$ cat config.mk
export PLATFORM = sky130hd
export DESIGN_NAME = spi_cmd_rx
export DESIGN_NICKNAME = d
export VERILOG_FILES = /design/src/rtl/spi_cmd_rx.sv
export SDC_FILE = /design/constraint.sdc
export NUM_CORES = 1
export LEC_CHECK = 0
export BUFFER_PORTS_ARGS = -buffer_cell sky130_fd_sc_hd__buf_2
export CORE_MARGIN = 2
export CORE_UTILIZATION = 45
export DETAILED_ROUTE_END_ITERATION = 16
export PLACE_DENSITY = 0.66
export SETUP_SLACK_MARGIN = 0.02
export SYNTH_ARGS = -nofsm -noshare
export SYNTH_HDL_FRONTEND = slang
export SYNTH_SLANG_ARGS = --single-unit
$ cat constraint.sdc
create_clock -name clk -period 2.7 [get_ports clk]
set_input_delay 0.81 -clock clk [delete_from_list [all_inputs] [get_ports clk]]
set_output_delay 0.81 -clock clk [all_outputs]
set_load 0.1 [all_outputs]
$ cat src/rtl/spi_cmd_rx.sv
// spi_cmd_rx: oversampled SPI-slave word receiver feeding a valid/ready FIFO with threshold interrupt
// Optional build macro SPI_CMD_RX_FRAME_TAG_EN: tags each stored word and adds rd_first (first word after CS falls).
// Ports: clk, rst (sync, active-high); spi_sck/spi_mosi/spi_cs async SPI pins (CS active-low);
// rd_data/rd_valid/rd_ready FIFO read port; int_thresh/int_out level interrupt (0 disables);
// ovf/ovf_clr sticky overflow; level FIFO occupancy.
module spi_cmd_rx #(
  parameter int WORD_W    = 8,
  parameter int DEPTH     = 4,
  parameter int CPHA_MODE = 0
) (
  input  logic                       clk,
  input  logic                       rst,
  input  logic                       spi_sck,
  input  logic                       spi_mosi,
  input  logic                       spi_cs,
  output logic [WORD_W-1:0]          rd_data,
  output logic                       rd_valid,
  input  logic                       rd_ready,
  input  logic [$clog2(DEPTH):0]     int_thresh,
  output logic                       int_out,
  output logic                       ovf,
  input  logic                       ovf_clr,
`ifdef SPI_CMD_RX_FRAME_TAG_EN
  output logic                       rd_first,
`endif
  output logic [$clog2(DEPTH):0]     level
);
  localparam int AW = $clog2(DEPTH);
  localparam int LW = AW + 1;
  localparam int BW = $clog2(WORD_W);
`ifdef SPI_CMD_RX_FRAME_TAG_EN
  localparam int EW = WORD_W + 1;
`else
  localparam int EW = WORD_W;
`endif
  localparam logic [BW-1:0] LAST = BW'(WORD_W - 1);
  typedef enum logic {IDLE, SHIFT} state_t;
  state_t            state_q, state_d;
  logic [2:0]        sck_q, sck_d;
  logic [1:0]        mosi_q, mosi_d, cs_q, cs_d, settle_q, settle_d;
  logic              armed_q, armed_d;
  logic [BW-1:0]     bitcnt_q, bitcnt_d;
  logic [WORD_W-1:0] shift_q, shift_d;
  logic              push_q, push_d;
  logic [EW-1:0]     word_q, word_d;
  logic [EW-1:0]     mem_q [DEPTH];
  logic [EW-1:0]     mem_d [DEPTH];
  logic [LW-1:0]     wr_q, wr_d, rd_q, rd_d, level_q, level_d;
  logic              ovf_q, ovf_d, int_q, int_d;
`ifdef SPI_CMD_RX_FRAME_TAG_EN
  logic              first_q, first_d;
`endif
  logic              samp, full, pop, wr_en;
  // sck_q[2] is the extra stage used only for edge detection
  assign samp = (CPHA_MODE != 0) ? (~sck_q[1] & sck_q[2]) : (sck_q[1] & ~sck_q[2]);
  assign full = (wr_q[AW] != rd_q[AW]) && (wr_q[AW-1:0] == rd_q[AW-1:0]);
  assign rd_valid = level_q != '0;
  assign pop = rd_valid & rd_ready;
  // a full FIFO still accepts a push when a pop frees the head in the same cycle
  assign wr_en = push_q & (~full | pop);
  assign rd_data = mem_q[rd_q[AW-1:0]][WORD_W-1:0];
`ifdef SPI_CMD_RX_FRAME_TAG_EN
  assign rd_first = mem_q[rd_q[AW-1:0]][WORD_W];
`endif
  assign int_out = int_q;
  assign ovf = ovf_q;
  assign level = level_q;
  always_comb begin
    sck_d = {sck_q[1:0], spi_sck};
    mosi_d = {mosi_q[0], spi_mosi};
    cs_d = {cs_q[0], spi_cs};
    settle_d = {settle_q[0], 1'b1};
    // after reset, CS must be seen high through settled synchronisers before a frame starts
    armed_d = armed_q | (settle_q[1] & cs_q[1]);
    state_d = state_q;
    bitcnt_d = bitcnt_q;
    shift_d = shift_q;
    push_d = 1'b0;
    word_d = word_q;
`ifdef SPI_CMD_RX_FRAME_TAG_EN
    first_d = first_q;
`endif
    if (state_q == IDLE) begin
      bitcnt_d = '0;
      shift_d = '0;
`ifdef SPI_CMD_RX_FRAME_TAG_EN
      first_d = 1'b1;
`endif
      state_d = (!cs_q[1] && armed_q) ? SHIFT : IDLE;
    end else if (cs_q[1]) begin
      state_d = IDLE;
      bitcnt_d = '0;
      shift_d = '0;
    end else if (samp) begin
      shift_d = {shift_q[WORD_W-2:0], mosi_q[1]};
      bitcnt_d = (bitcnt_q == LAST) ? '0 : bitcnt_q + 1'b1;
      if (bitcnt_q == LAST) begin
        push_d = 1'b1;
`ifdef SPI_CMD_RX_FRAME_TAG_EN
        word_d = {first_q, shift_d};
        first_d = 1'b0;
`else
        word_d = shift_d;
`endif
      end
    end
    mem_d = mem_q;
    if (wr_en) mem_d[wr_q[AW-1:0]] = word_q;
    wr_d = wr_q + LW'(wr_en);
    rd_d = rd_q + LW'(pop);
    level_d = level_q + LW'(wr_en) - LW'(pop);
    ovf_d = (push_q & full & ~pop) | (ovf_q & ~ovf_clr);
    int_d = (int_thresh != '0) && (level_q >= int_thresh);
  end
  always_ff @(posedge clk) begin
    if (rst) begin
      sck_q <= '0;
      mosi_q <= '0;
      cs_q <= '1;
      settle_q <= '0;
      armed_q <= 1'b0;
      state_q <= IDLE;
      bitcnt_q <= '0;
      shift_q <= '0;
      push_q <= 1'b0;
      word_q <= '0;
      mem_q <= '{default: '0};
      wr_q <= '0;
      rd_q <= '0;
      level_q <= '0;
      ovf_q <= 1'b0;
      int_q <= 1'b0;
`ifdef SPI_CMD_RX_FRAME_TAG_EN
      first_q <= 1'b0;
`endif
    end else begin
      sck_q <= sck_d;
      mosi_q <= mosi_d;
      cs_q <= cs_d;
      settle_q <= settle_d;
      armed_q <= armed_d;
      state_q <= state_d;
      bitcnt_q <= bitcnt_d;
      shift_q <= shift_d;
      push_q <= push_d;
      word_q <= word_d;
      mem_q <= mem_d;
      wr_q <= wr_d;
      rd_q <= rd_d;
      level_q <= level_d;
      ovf_q <= ovf_d;
      int_q <= int_d;
`ifdef SPI_CMD_RX_FRAME_TAG_EN
      first_q <= first_d;
`endif
    end
  end
endmodule
# After elaboration in Yosys (flattened, before gate mapping)
# Cells that the tools add are included.
[totals]
inputBits = 10
mem_bits_ro = 0
word_cells = 73
out_inout_bits = 14
n_memories = 0
latchBits = 0
reg_bits = 73
mem_bits_rw = 0
[classes]
n_lt_le_gt_ge = 4
n_eq_ne = 3
n_mul = 0
reduce_logical = 10
addsub = 5
shift = 0
n_div = 0
mux = 12
n_bitwise = 19
[ops]
columns = ["cell", "n"]
rows = [
  ["bitwise mux 32 bit", 1],
  ["2-to-1 mux 8 bit", 3],
  ["binary-select mux 8 bit (select 2 bit)", 1],
  ["demux 8 bit (select 2 bit)", 1],
  ["adder 3 x 1 -> 3 bit", 3],
  ["AND 1 bit", 7],
  ["NOT 1 bit", 7],
  [">= comparator 3 bit (second input constant)", 2],
  ["NOT 2 -> 3 bit", 2],
  ["nonzero test 3 bit", 2],
  ["2-to-1 mux 1 bit", 5],
  ["logical AND 1 bit", 4],
  ["AND reduction 4 bit", 1],
  ["OR reduction 4 bit", 1],
  ["adder 3 x 1 -> 3 bit (second input constant)", 1],
  ["equality test 3 bit (second input constant)", 1],
  [">= comparator 3 bit", 1],
  ["less-than comparator 3 x 1 -> 1 bit (second input constant)", 1],
  ["2-to-1 mux 3 bit", 1],
  ["OR 1 bit", 3],
  ["OR reduction 3 bit", 1],
  ["subtractor 3 x 1 -> 3 bit", 1],
  ["equality test 2 bit", 1],
  ["logical NOT 1 bit", 1],
  ["!= test 1 bit", 1],
]

# Depth between registers and ports, before layout
[logic_depth]
ltp_word = 7
ltp_mapped = 11
mapped_depth_nobuf = 10

# Worst setup path after synthesis
# OpenSTA, ideal clock, no wires.
[synth_path]
path_kind = "register to register"
startpoint = "register level_q[2] (netlist: level[2])"
endpoint = "register level_q[2] (netlist: level[2])"
required_time_ps = 2572
setup_time_ps = 128
path_buffers = 0
path_slack_ps = -159
t_arrival_ps = 2732
stages_incl_launch_ff = 11
cell_sequence = "dfxtp_1 > o31ai_4 > nand2_1 > o21ai_1 > ha_1 > inv_1 > ha_1 > fa_1 > xnor2_1 > xnor2_1 > nor2_1"
[synth_via]
elab_chain_len = 6
[synth_lines]
columns = ["item", "line", "rtl"]
rows = [
  ["start: declaration", "48", "logic [LW-1:0] wr_q, wr_d, rd_q, rd_d, level_q, level_d;"],
  ["start signal: assignment", "150", "level_q <= level_d;"],
  ["nonzero test 3 bit", "57", "assign rd_valid = level_q != '0;"],
  ["AND 1 bit", "58", "assign pop = rd_valid & rd_ready;"],
  ["OR 1 bit", "60", "assign wr_en = push_q & (~full | pop);"],
  ["AND 1 bit", "60", ""],
  ["adder 3 x 1 -> 3 bit", "111", "level_d = level_q + LW'(wr_en) - LW'(pop);"],
  ["subtractor 3 x 1 -> 3 bit *", "111", ""],
]
# Every way passes the cells marked *; elsewhere a longest branch is shown, timed or not.
# A chain may end at the register's enable or synchronous reset.

# Worst setup path after layout
[layout_path]
startpoint = "register rd_q[1]"
endpoint = "output rd_data[4]"
[layout_via]
elab_chain_len = 4
[layout_lines]
columns = ["item", "line", "rtl"]
rows = [
  ["start: declaration", "48", ""],
  ["start signal: assignment", "149", "rd_q <= rd_d;"],
  ["NOT 2 -> 3 bit (not written as such)", "61", "assign rd_data = mem_q[rd_q[AW-1:0]][WORD_W-1:0];"],
  ["binary-select mux 8 bit (select 2 bit)", "61", ""],
  ["2-to-1 mux 8 bit (not written as such) (2 in a row)", "61", ""],
  ["end: declaration", "16", "output logic [WORD_W-1:0] rd_data,"],
]
# Every way passes these cells. The select of a mux whose other input is x is not followed.

==> impl_metrics.env <==
export IMPL_outcome="completed"
export IMPL_crit_type="reg -> out"
export IMPL_hpwl_um=3488
export IMPL_relSlewSlack_pct=57.96
export IMPL_synthTopCellsByArea="dfxtp_1 48%, mux2i_1 13%, nor2_1 6.1%"
export IMPL_rsz0062_at_grt="false"
export IMPL_initial_core_util_pct=46.99
export IMPL_avgSynthCellArea_um2=10.66
export IMPL_netlist_instances=283
export IMPL_htree_levels=3
export IMPL_max_stage_delay_ns=0.50
export IMPL_hold_viol=0
export IMPL_overflow=0
export IMPL_place_area_mm2=0.003282
export IMPL_grt_max_degree=38
export IMPL_area_growth_pct=16.00
export IMPL_synth_cell_types=31
export IMPL_arrival_ns=1.76
export IMPL_cts_root_buf="clkbuf_8"
export IMPL_min_path_cells=1
export IMPL_chipHeight_um=85.89
export IMPL_synth_flop_cell="dfxtp_1"
export IMPL_synth_area_leader_cell="dfxtp_1"
export IMPL_synth_seq_cells=73
export IMPL_rows=29
export IMPL_layout_drive_gt1_share_pct=20.75
export IMPL_wl_per_cell_um=13.10
export IMPL_hold_buffers=0
export IMPL_netlist_area_mm2=0.003018
export IMPL_routed_via_density=5.066
export IMPL_clkTransAtPathRegs_ns=0.08
export IMPL_crit_fanout=11
export IMPL_ant_nets=0
export IMPL_crit_path_end_kind="output port"
export IMPL_core_area_mm2=0.006422
export IMPL_die_w_um=85.89
export IMPL_grt_pass1_wl_um=8997
export IMPL_post_route_util_pct=54.51
export IMPL_postCtsSetupRepairBufs=0
export IMPL_ff2ff_setup_slack_ns=0.49
export IMPL_min_period_ns=2.573
export IMPL_report_final_slew_viol_count=0
export IMPL_die_area_mm2=0.007377
export IMPL_drt_iter0_drc=103
export IMPL_fin_setup_tns_ns=0
export IMPL_synth_top_area_share_pct=48.42
export IMPL_ir_drop_uv=482.4
export IMPL_grt_total_usage_pct=15.67
export IMPL_cp_buffers_inverters=2
export IMPL_cts_sinks=73
export IMPL_route_detailed_drc=0
export IMPL_async_flop_share_pct=0
export IMPL_reg2reg_depth=11
export IMPL_grt_pass1_vias=1901
export IMPL_period_share_pct=95.29
export IMPL_cts_tree="built"
export IMPL_cts_max_path_buffers=2
export IMPL_r2r_start="rd_q[1]"
export IMPL_cts_made_buffers=9
export IMPL_synth_seq_area_share_pct=48.42
export IMPL_cp_slowest_cell="mux4_2"
export IMPL_startpoint_type="flip-flop"
export IMPL_finalWirelength_um=5175
export IMPL_port_buffers=23
export IMPL_finish_instance_area_mm2=0.003501
export IMPL_rr_endpoint="level[2]"
export IMPL_cts_resized=0
export IMPL_crit_chain="buf_12 -> mux4_2 -> buf_2"
export IMPL_gp_congestion=0.7355
export IMPL_drt_first_pass_iters=6
export IMPL_yosysMostFrequentCell="dfxtp_1"
export IMPL_fillerInstances=561
export IMPL_synth_warning_count=0
export IMPL_setup_viol=0
export IMPL_cp_top_family="multiplexers"
export IMPL_power_density_mw_per_mm2=794.4
export IMPL_leakagePower_nw=1.389
export IMPL_holdCritPathClass="reg -> reg"
export IMPL_crit_required_ns=1.89
export IMPL_hold_start="cs_q[0]"
export IMPL_skew_ns=0.009017
export IMPL_antenna_cells=0
export IMPL_antenna_found_initial=0
export IMPL_cap_violations=0
export IMPL_whs_endpoint="cs_q[1]"
export IMPL_clock_latency_ns=0.34
export IMPL_vias=2001
export IMPL_tightestPinTransition_ns=0.6272
export IMPL_nNetsFinal=335
export IMPL_synth_edf_count=0
export IMPL_ios=24
export IMPL_fmax_mhz=388.7
export IMPL_synth_commonest_cells="73 x dfxtp_1, 49 x nor2_1, 40 x mux2i_1, 21 x nand2_1, 15 x nor2b_1"
export IMPL_syn_nets=305
-- registers in the layout, indices dropped and copies added (netlist names) --
register and flops:
bitcnt_q 3, level 3, word_q 8, int_out 1, ovf 1, sck_q 3
mem_q 32, rd_q 3, cs_q 2, state_q 1, shift_q 7, wr_q 3
armed_q 1, mosi_q 2, settle_q 2, push_q 1
-- kinds of logic after synthesis --
family / share of synthesized area, %
xor gates and xnor gates: 2.280
adders and majority gates: 5.224
and+or+nand+nor: 14.43
muxes: 19.24
buffers and inverters: 3.234
AOI/OAI and AO/OA: 7.173
DFF: 48.42
-- per-stage QoR --
step	hold WS, ns	worst slack, ns	std cells	power [mW]
floorplan	0.3832	0.1597	283	1.745
global placement	0.3872	0.1961	379	1.884
detailed placement	0.3871	0.1669	379	1.888
CTS	0.4043	0.09824	395	2.817
global route	0.4311	0.05595	395	2.925
finish	0.4042	0.1271	395	2.781
-- per-layer routing --
layer	GRT usage [%]	wire, um	vias up
met5	0	0	-
met2	22.90	2303	26
met4	5.628	60	0
met1	21.61	2633	949
li1	-	-	1020
met3	5.294	177	6
-- power by group --
group / internal (mW) / switching [mW]
registers: 1.12 / 0.0547
clock network: 0.520 / 0.407
logic: 0.222 / 0.455
-- worst max path at each step --
stage          slack (ns)    endpoint  startpoint  depth (start not counted)
5_1_grt              0.06  rd_data[4]     rd_q[1]                          3
4_1_cts               0.1  rd_data[4]     rd_q[1]                          3
2_1_floorplan        0.16    level[2]    level[2]                         10
6_report             0.13  rd_data[4]     rd_q[1]                          3
3_3_place_gp         0.20    level[2]    rd_ready                         11
3_5_place_dp         0.17    level[2]    rd_ready                         11
-- placed cells by master, fill, tap and decap left out, types with 3 or more instances in the layout --
master / count
a21oi_1: 12
a311oi_4: 3
buf_12: 3
buf_2: 23
buf_4: 6
clkbuf_8: 9
dfxtp_1: 70
dfxtp_2: 3
ha_1: 11
inv_1: 10
mux2i_1: 40
mux4_2: 8
nand2_1: 21
nand2b_1: 3
nor2_1: 49
nor2b_1: 15
nor3_1: 3
xnor2_1: 6
-- area by class of cell --
class	count	area [um2]	share of cell area, %
timing repair buffer	32	220.2	6.290
multi-input combinational	186	1459	41.67
clock inverter	7	95.09	2.716
tap	77	96.34	2.752
sequential	73	1465	41.85
inverter	11	41.29	1.179
clock buffer	9	123.9	3.538
-- worst register-to-register path: cells and delay by family (launching register included) --
| kind | cells | cell delay, ns |
|---|---|---|
| and+or+nand+nor | 2 | 0.12 |
| adders and majority gates | 3 | 0.70 |
| xor gates and xnor gates | 3 | 0.46 |
| AOI/OAI and AO/OA | 1 | 0.18 |
| DFF | 1 | 0.43 |
| buffers and inverters | 2 | 0.22 |
(Power assumes the default switching activity.)
